`config.mk`:
```
export PLATFORM = sky130hd
export DESIGN_NAME = sysid_checker_master_flat
export DESIGN_NICKNAME = d
export VERILOG_FILES = /design/src/rtl/sysid_checker_master_if.sv /design/src/rtl/sysid_checker_master.sv /design/src/flat_wrapper.sv
export SDC_FILE = /design/constraint.sdc
export NUM_CORES = 1
export LEC_CHECK = 0
export ABC_AREA = 1
export BUFFER_PORTS_ARGS = -buffer_cell sky130_fd_sc_hd__buf_4
export CAP_MARGIN = 20
export CORE_UTILIZATION = 35
export DETAILED_ROUTE_END_ITERATION = 16
export PLACE_DENSITY = 0.64
export SKIP_LAST_GASP = 1
export SLEW_MARGIN = 20
export SYNTH_ARGS = -nofsm -noshare
export SYNTH_HDL_FRONTEND = slang
export SYNTH_SLANG_ARGS = --single-unit
```
`constraint.sdc`:
```
create_clock -name clock_i -period 4.3 [get_ports clock_i]
set_input_delay 0.86 -clock clock_i [delete_from_list [all_inputs] [get_ports clock_i]]
set_output_delay 0.86 -clock clock_i [all_outputs]
set_load 0.02 [all_outputs]
```
`src/rtl/sysid_checker_master_if.sv`:
```
// sysid_checker_master_if
// Groups the check request/result signals and the Avalon-MM read master
// bus of sysid_checker_master.
//   start               request a check (one-cycle pulse)
//   avm_address         word address: 0 = ID word, 1 = timestamp word
//   avm_read            read request
//   avm_waitrequest     slave stall
//   avm_readdata        read data, qualified by avm_readdatavalid
//   avm_readdatavalid   read data qualifier
//   busy, done, pass    sequence status / one-cycle completion / verdict
//   id_mismatch, ts_mismatch, timeout_err   sticky result flags
//   id_value, ts_value  captured read data
// The master modport is the checker side; the slave modport is the side
// that drives start and plays the Avalon slave.
interface sysid_checker_master_if;
   logic        start;
   logic        avm_address;
   logic        avm_read;
   logic        avm_waitrequest;
   logic [31:0] avm_readdata;
   logic        avm_readdatavalid;
   logic        busy;
   logic        done;
   logic        pass;
   logic        id_mismatch;
   logic        ts_mismatch;
   logic        timeout_err;
   logic [31:0] id_value;
   logic [31:0] ts_value;

   modport master (
      input  start, avm_waitrequest, avm_readdata, avm_readdatavalid,
      output avm_address, avm_read, busy, done, pass,
             id_mismatch, ts_mismatch, timeout_err, id_value, ts_value
   );

   modport slave (
      output start, avm_waitrequest, avm_readdata, avm_readdatavalid,
      input  avm_address, avm_read, busy, done, pass,
             id_mismatch, ts_mismatch, timeout_err, id_value, ts_value
   );
endinterface

```
`src/rtl/sysid_checker_master.sv`:
```
// sysid_checker_master
// Reads the system-ID word (address 0) and the timestamp word (address 1)
// from an Avalon-MM slave and compares them with the expected values.
// Ports:
//   clock_i  single clock, all outputs registered on its rising edge
//   reset_i  asynchronous active-high reset
//   bus      sysid_checker_master_if.master (start, Avalon read master,
//            status, result flags and captured values)
module sysid_checker_master #(
   parameter logic [31:0] EXPECTED_ID    = 32'hAA55AA55,
   parameter logic [31:0] EXPECTED_TS    = 32'h5D1BD34E,
   parameter bit          CHECK_TS       = 1'b1,
   parameter int unsigned TIMEOUT_CYCLES = 255
) (
   input logic                    clock_i,
   input logic                    reset_i,
   sysid_checker_master_if.master bus
);

   localparam logic [15:0] TO_LIM = 16'(TIMEOUT_CYCLES);

   typedef enum logic [2:0] {
      S_IDLE, S_ID_REQ, S_ID_WAIT, S_TS_REQ, S_TS_WAIT, S_DONE
   } state_t;

   state_t      state_q, state_d;
   logic [15:0] cnt_q, cnt_d;
   logic        read_q, read_d;
   logic        addr_q, addr_d;
   logic        busy_q, busy_d;
   logic        done_q, done_d;
   logic        pass_q, pass_d;
   logic        id_mm_q, id_mm_d;
   logic        ts_mm_q, ts_mm_d;
   logic        to_q, to_d;
   logic [31:0] id_val_q, id_val_d;
   logic [31:0] ts_val_q, ts_val_d;

   logic in_req, in_wait, is_ts, accept, capture, limit_hit;

   assign in_req    = (state_q == S_ID_REQ)  || (state_q == S_TS_REQ);
   assign in_wait   = (state_q == S_ID_WAIT) || (state_q == S_TS_WAIT);
   assign is_ts     = (state_q == S_TS_REQ)  || (state_q == S_TS_WAIT);
   assign accept    = in_req && read_q && !bus.avm_waitrequest;
   // Read data only counts in a WAIT state or in the acceptance cycle
   // itself (zero-latency slave); anything else is stray and ignored.
   assign capture   = bus.avm_readdatavalid && (in_wait || accept);
   assign limit_hit = (in_req || in_wait) && ((cnt_q + 16'd1) == TO_LIM);

   always_ff @(posedge clock_i or posedge reset_i) begin
      if (reset_i) begin
         state_q  <= S_IDLE;
         cnt_q    <= '0;
         read_q   <= 1'b0;
         addr_q   <= 1'b0;
         busy_q   <= 1'b0;
         done_q   <= 1'b0;
         pass_q   <= 1'b0;
         id_mm_q  <= 1'b0;
         ts_mm_q  <= 1'b0;
         to_q     <= 1'b0;
         id_val_q <= '0;
         ts_val_q <= '0;
      end else begin
         state_q  <= state_d;
         cnt_q    <= cnt_d;
         read_q   <= read_d;
         addr_q   <= addr_d;
         busy_q   <= busy_d;
         done_q   <= done_d;
         pass_q   <= pass_d;
         id_mm_q  <= id_mm_d;
         ts_mm_q  <= ts_mm_d;
         to_q     <= to_d;
         id_val_q <= id_val_d;
         ts_val_q <= ts_val_d;
      end
   end

   always_comb begin
      state_d  = state_q;
      cnt_d    = cnt_q;
      read_d   = read_q;
      addr_d   = addr_q;
      busy_d   = busy_q;
      done_d   = 1'b0;
      pass_d   = pass_q;
      id_mm_d  = id_mm_q;
      ts_mm_d  = ts_mm_q;
      to_d     = to_q;
      id_val_d = id_val_q;
      ts_val_d = ts_val_q;

      unique case (state_q)
         S_IDLE: begin
            if (bus.start) begin
               state_d  = S_ID_REQ;
               cnt_d    = '0;
               read_d   = 1'b1;
               addr_d   = 1'b0;
               busy_d   = 1'b1;
               pass_d   = 1'b0;
               id_mm_d  = 1'b0;
               ts_mm_d  = 1'b0;
               to_d     = 1'b0;
               id_val_d = '0;
               ts_val_d = '0;
            end
         end
         S_ID_REQ, S_ID_WAIT, S_TS_REQ, S_TS_WAIT: begin
            cnt_d = cnt_q + 16'd1;
            if (accept) begin
               read_d = 1'b0;
            end
            // Data wins over a coinciding timeout.
            if (capture) begin
               if (is_ts) begin
                  ts_val_d = bus.avm_readdata;
                  ts_mm_d  = CHECK_TS && (bus.avm_readdata != EXPECTED_TS);
                  state_d  = S_DONE;
               end else begin
                  id_val_d = bus.avm_readdata;
                  id_mm_d  = (bus.avm_readdata != EXPECTED_ID);
                  state_d  = S_TS_REQ;
                  cnt_d    = '0;
                  read_d   = 1'b1;
                  addr_d   = 1'b1;
               end
            end else if (limit_hit) begin
               to_d    = 1'b1;
               state_d = S_DONE;
            end else if (accept) begin
               state_d = is_ts ? S_TS_WAIT : S_ID_WAIT;
            end
         end
         S_DONE: begin
            state_d = S_IDLE;
         end
         default: begin
            state_d = S_IDLE;
         end
      endcase

      // Entry into DONE: registered outputs show the verdict during DONE.
      if ((state_d == S_DONE) && (state_q != S_DONE)) begin
         done_d = 1'b1;
         busy_d = 1'b0;
         read_d = 1'b0;
         pass_d = !(id_mm_d || ts_mm_d || to_d);
      end
   end

   assign bus.avm_address = addr_q;
   assign bus.avm_read    = read_q;
   assign bus.busy        = busy_q;
   assign bus.done        = done_q;
   assign bus.pass        = pass_q;
   assign bus.id_mismatch = id_mm_q;
   assign bus.ts_mismatch = ts_mm_q;
   assign bus.timeout_err = to_q;
   assign bus.id_value    = id_val_q;
   assign bus.ts_value    = ts_val_q;

endmodule

```
`src/flat_wrapper.sv`:
```
// flat-port wrapper written by rule: the top's interface ports become plain ports
module sysid_checker_master_flat 
#(
   parameter logic [31:0] EXPECTED_ID    = 32'hAA55AA55,
   parameter logic [31:0] EXPECTED_TS    = 32'h5D1BD34E,
   parameter bit          CHECK_TS       = 1'b1,
   parameter int unsigned TIMEOUT_CYCLES = 255
)
  (clock_i, reset_i, bus_start, bus_avm_waitrequest, bus_avm_readdata, bus_avm_readdatavalid, bus_avm_address, bus_avm_read, bus_busy, bus_done, bus_pass, bus_id_mismatch, bus_ts_mismatch, bus_timeout_err, bus_id_value, bus_ts_value);
  sysid_checker_master_if bus_i ();
  input logic clock_i;
  input logic reset_i;
  input wire logic [$bits(bus_i.start)-1:0] bus_start;
  input wire logic [$bits(bus_i.avm_waitrequest)-1:0] bus_avm_waitrequest;
  input wire logic [$bits(bus_i.avm_readdata)-1:0] bus_avm_readdata;
  input wire logic [$bits(bus_i.avm_readdatavalid)-1:0] bus_avm_readdatavalid;
  output wire logic [$bits(bus_i.avm_address)-1:0] bus_avm_address;
  output wire logic [$bits(bus_i.avm_read)-1:0] bus_avm_read;
  output wire logic [$bits(bus_i.busy)-1:0] bus_busy;
  output wire logic [$bits(bus_i.done)-1:0] bus_done;
  output wire logic [$bits(bus_i.pass)-1:0] bus_pass;
  output wire logic [$bits(bus_i.id_mismatch)-1:0] bus_id_mismatch;
  output wire logic [$bits(bus_i.ts_mismatch)-1:0] bus_ts_mismatch;
  output wire logic [$bits(bus_i.timeout_err)-1:0] bus_timeout_err;
  output wire logic [$bits(bus_i.id_value)-1:0] bus_id_value;
  output wire logic [$bits(bus_i.ts_value)-1:0] bus_ts_value;
  assign bus_i.start = bus_start;
  assign bus_i.avm_waitrequest = bus_avm_waitrequest;
  assign bus_i.avm_readdata = bus_avm_readdata;
  assign bus_i.avm_readdatavalid = bus_avm_readdatavalid;
  assign bus_avm_address = bus_i.avm_address;
  assign bus_avm_read = bus_i.avm_read;
  assign bus_busy = bus_i.busy;
  assign bus_done = bus_i.done;
  assign bus_pass = bus_i.pass;
  assign bus_id_mismatch = bus_i.id_mismatch;
  assign bus_ts_mismatch = bus_i.ts_mismatch;
  assign bus_timeout_err = bus_i.timeout_err;
  assign bus_id_value = bus_i.id_value;
  assign bus_ts_value = bus_i.ts_value;
  sysid_checker_master #(.EXPECTED_ID(EXPECTED_ID), .EXPECTED_TS(EXPECTED_TS), .CHECK_TS(CHECK_TS), .TIMEOUT_CYCLES(TIMEOUT_CYCLES)) u_core (.clock_i(clock_i), .reset_i(reset_i), .bus(bus_i));
endmodule
```
==> impl_metrics.tcl <==
set metrics [dict create \
    status "complete, no violations" \
    post-route-util_pct 46.1 \
    tns_ns 0 \
    design_area_um2 5540 \
    fin_skew_ns 0.00479 \
    crit_start "u_core.state_q[0]" \
    synth.distinct_cells 29 \
    cts_setup_buffers 0 \
    final_common_cell "nand2_1" \
    finalCritPeriodShare_pct 60.4 \
    synth_top_area_cell "dfrtp_1" \
    cp.arrival_ns 2.85 \
    r2r-start "u_core.state_q[0]" \
    clk_path_buf_depth 2 \
    drt_pass1_iterations 5 \
    critPathSlowestCell "inv_2" \
    finalMaxSlewViolations 0 \
    cts_max_level 3 \
    ctsHoldBuffers 0 \
    timing.max_cap.violations 0 \
    ir_worst_vdd_mv 0.420 \
    synth-seq-cells 91 \
    overflow 0 \
    vias 3810 \
    place.gp.congestion 0.822 \
    die_h_um 113 \
    io_buffer_count 108 \
    ant_nets 0 \
    postPlaceCellArea_um2 5240 \
    synth_top_area_share_pct 52.7 \
    clk_pin_slew_ns 0.06 \
    drt_iter0_drc 194 \
    rsz0062_at_grt "no" \
    crit_required_ns 4.55 \
    min_from "u_core.bus.id_value[13]" \
    viasPerCell 4.83 \
    hold_viol_final 0 \
    drc_errors 0 \
    row_count 40 \
    p_per_area_nw_per_um2 757 \
    post-dp-hpwl_um 7900 \
    cts_tree "yes" \
    antenna_found_initial 0 \
    clock_latency_ns 0.34 \
    power_uw 4200 \
    drive_above_1_share_pct 24.9 \
    fmax_mhz 385 \
    cp_common_cell "nor2_4" \
    numCtsBuffers 9 \
    insertedDiodeCount 0 \
    grt_max_degree 65 \
    ios 109 \
    post-route-min-period_ns 2.60 \
    syn-num-nets 574 \
    nets 677 \
    synth_area_um2 4320 \
    post_synth_inst_count 535 \
    synthTopCellsByArea "dfrtp_1, nand2_1, o21ai_1" \
    routed_wirelength_um 10900 \
    grt_pass1_wl_um 17700 \
    final_cell_mix "nand2_1, buf_4, dfrtp_1" \
    grt.total_usage_pct 17.6 \
    die_w_um 113 \
    critPathLaunchType "register" \
    max_stage_delay_ns 0.76 \
    yosysWarnings 0 \
    final-setup-viol-count 0 \
    area_growth_pct 28.2 \
    power.leakage_uw 0.00274 \
    fill_cells 1184 \
    clock-sinks 91 \
    min_path_type "register to register" \
    syn_area_per_cell_um2 8.08 \
    setup_ws_ns 1.70 \
    dpl_worst_slack_ns 1.37 \
    worst_pin_slew_ns 1.04 \
    wire_per_inst_um 13.9 \
    grt_pass1_vias 3572 \
    cp-end-kind "register" \
    seq_area_frac_synth_pct 52.7 \
    cp_cell_sequence "o21ai_1 > nand2_1 > inv_1 > nor2_4 > nor2_4 > nor2_4 > inv_2 > nand2_1 > o21ai_1" \
    core_area_um2 12000 \
    dieArea_um2 12800 \
    cp_max_fo 64 \
    crit_type "register to register" \
    initial_utilization_pct 36.0 \
    slew_headroom_pct 30.3 \
    cts_root_buf "clkbuf_16" \
    ctsResizeCount 0 \
]
-- worst paths after layout --
kind | endpoint | depth (start not counted) | slack (ns)
setup / recovery | u_core.bus.id_value[11] | 9 | 1.70
hold / removal | u_core.bus.id_value[13] | 2 | 0.49
max in group asynchronous | u_core.bus.id_value[27] | 3 | 2.93
hold reg to reg | u_core.bus.id_value[13] | 2 | 0.49
setup reg to reg | u_core.bus.id_value[11] | 9 | 1.70
min in group asynchronous | u_core.bus.ts_value[22] | 2 | 0.52
-- power breakdown --
| part | total [uW] | internal (uW) | switching [uW] |
|---|---|---|---|
| Sequential | 1360 | 1160 | 197 |
| Clock | 780 | 452 | 328 |
| Combinational | 2060 | 675 | 1380 |
-- cell type report --
class	count	area [um^2]	area share [%]
Clock buffer	10	229	4.13
Clock inverter	5	62.6	1.13
Inverter	49	185	3.34
Multi-Input combinational cell	377	1780	32.1
Sequential cell	91	2280	41.1
Tap cell	147	184	3.32
Timing Repair Buffer	110	826	14.9
-- flip-flops by register name, indices dropped and copies added, names as in the netlist --
| register | flops |
|---|---|
| u_core.bus.avm_address | 1 |
| u_core.bus.busy | 1 |
| u_core.bus.ts_value | 32 |
| u_core.bus.done | 1 |
| u_core.bus.id_value | 32 |
| u_core.bus.ts_mismatch | 1 |
| u_core.cnt_q | 16 |
| u_core.bus.avm_read | 1 |
| u_core.state_q | 3 |
| u_core.bus.pass | 1 |
| u_core.bus.timeout_err | 1 |
| u_core.bus.id_mismatch | 1 |
-- metal layers --
metal,GRT usage [%],wire length [um]
met1,24.2,5100
met2,26.5,4980
met3,4.98,726
met4,6.58,144
met5,0,0
-- cells by family (layout without fill, tap and decap cells) --
logic type,count (synthesis),after routing,share of synthesized area [%]
and+or+nand+nor,277,277,28.7
DFF,91,91,52.7
adders and majority gates,2,2,0.579
buffers and inverters,67,174,6.34
AOI/OAI and AO/OA,98,98,11.7
-- critical path, delay by kind of cell (launching register included) --
family	cells	cell delay, ns
buf+inv	2	0.89
simple gates	5	0.71
flops	1	0.44
compound gates	2	0.43
-- per-stage QoR --
step	cells	hold WS [ns]
6_report	789	0.492
5_1_grt	789	0.520
4_1_cts	789	0.495
3_5_place_dp	774	0.479
3_3_place_gp	774	0.469
2_1_floorplan	535	0.523
-- synth_stat cells --
library cell and number:
nand2_1 176, dfrtp_1 91, o21ai_1 50, inv_1 41, nor2_1 38, o21ai_0 35, nand3_1 21, buf_2 12
nand2_2 8, inv_2 7, nand4_1 7, nor2_4 7, o22ai_1 6, a21oi_1 5, nor2_2 5, nor3_1 5
clkbuf_1 4, nand2_4 3, buf_4 2, ha_1 2, nand3b_1 2, a21oi_2 1, clkinv_1 1, nand3_2 1
nand3b_2 1, nor2_8 1, nor3b_1 1, o21a_1 1, or2_2 1
(Power assumes the default switching activity.)
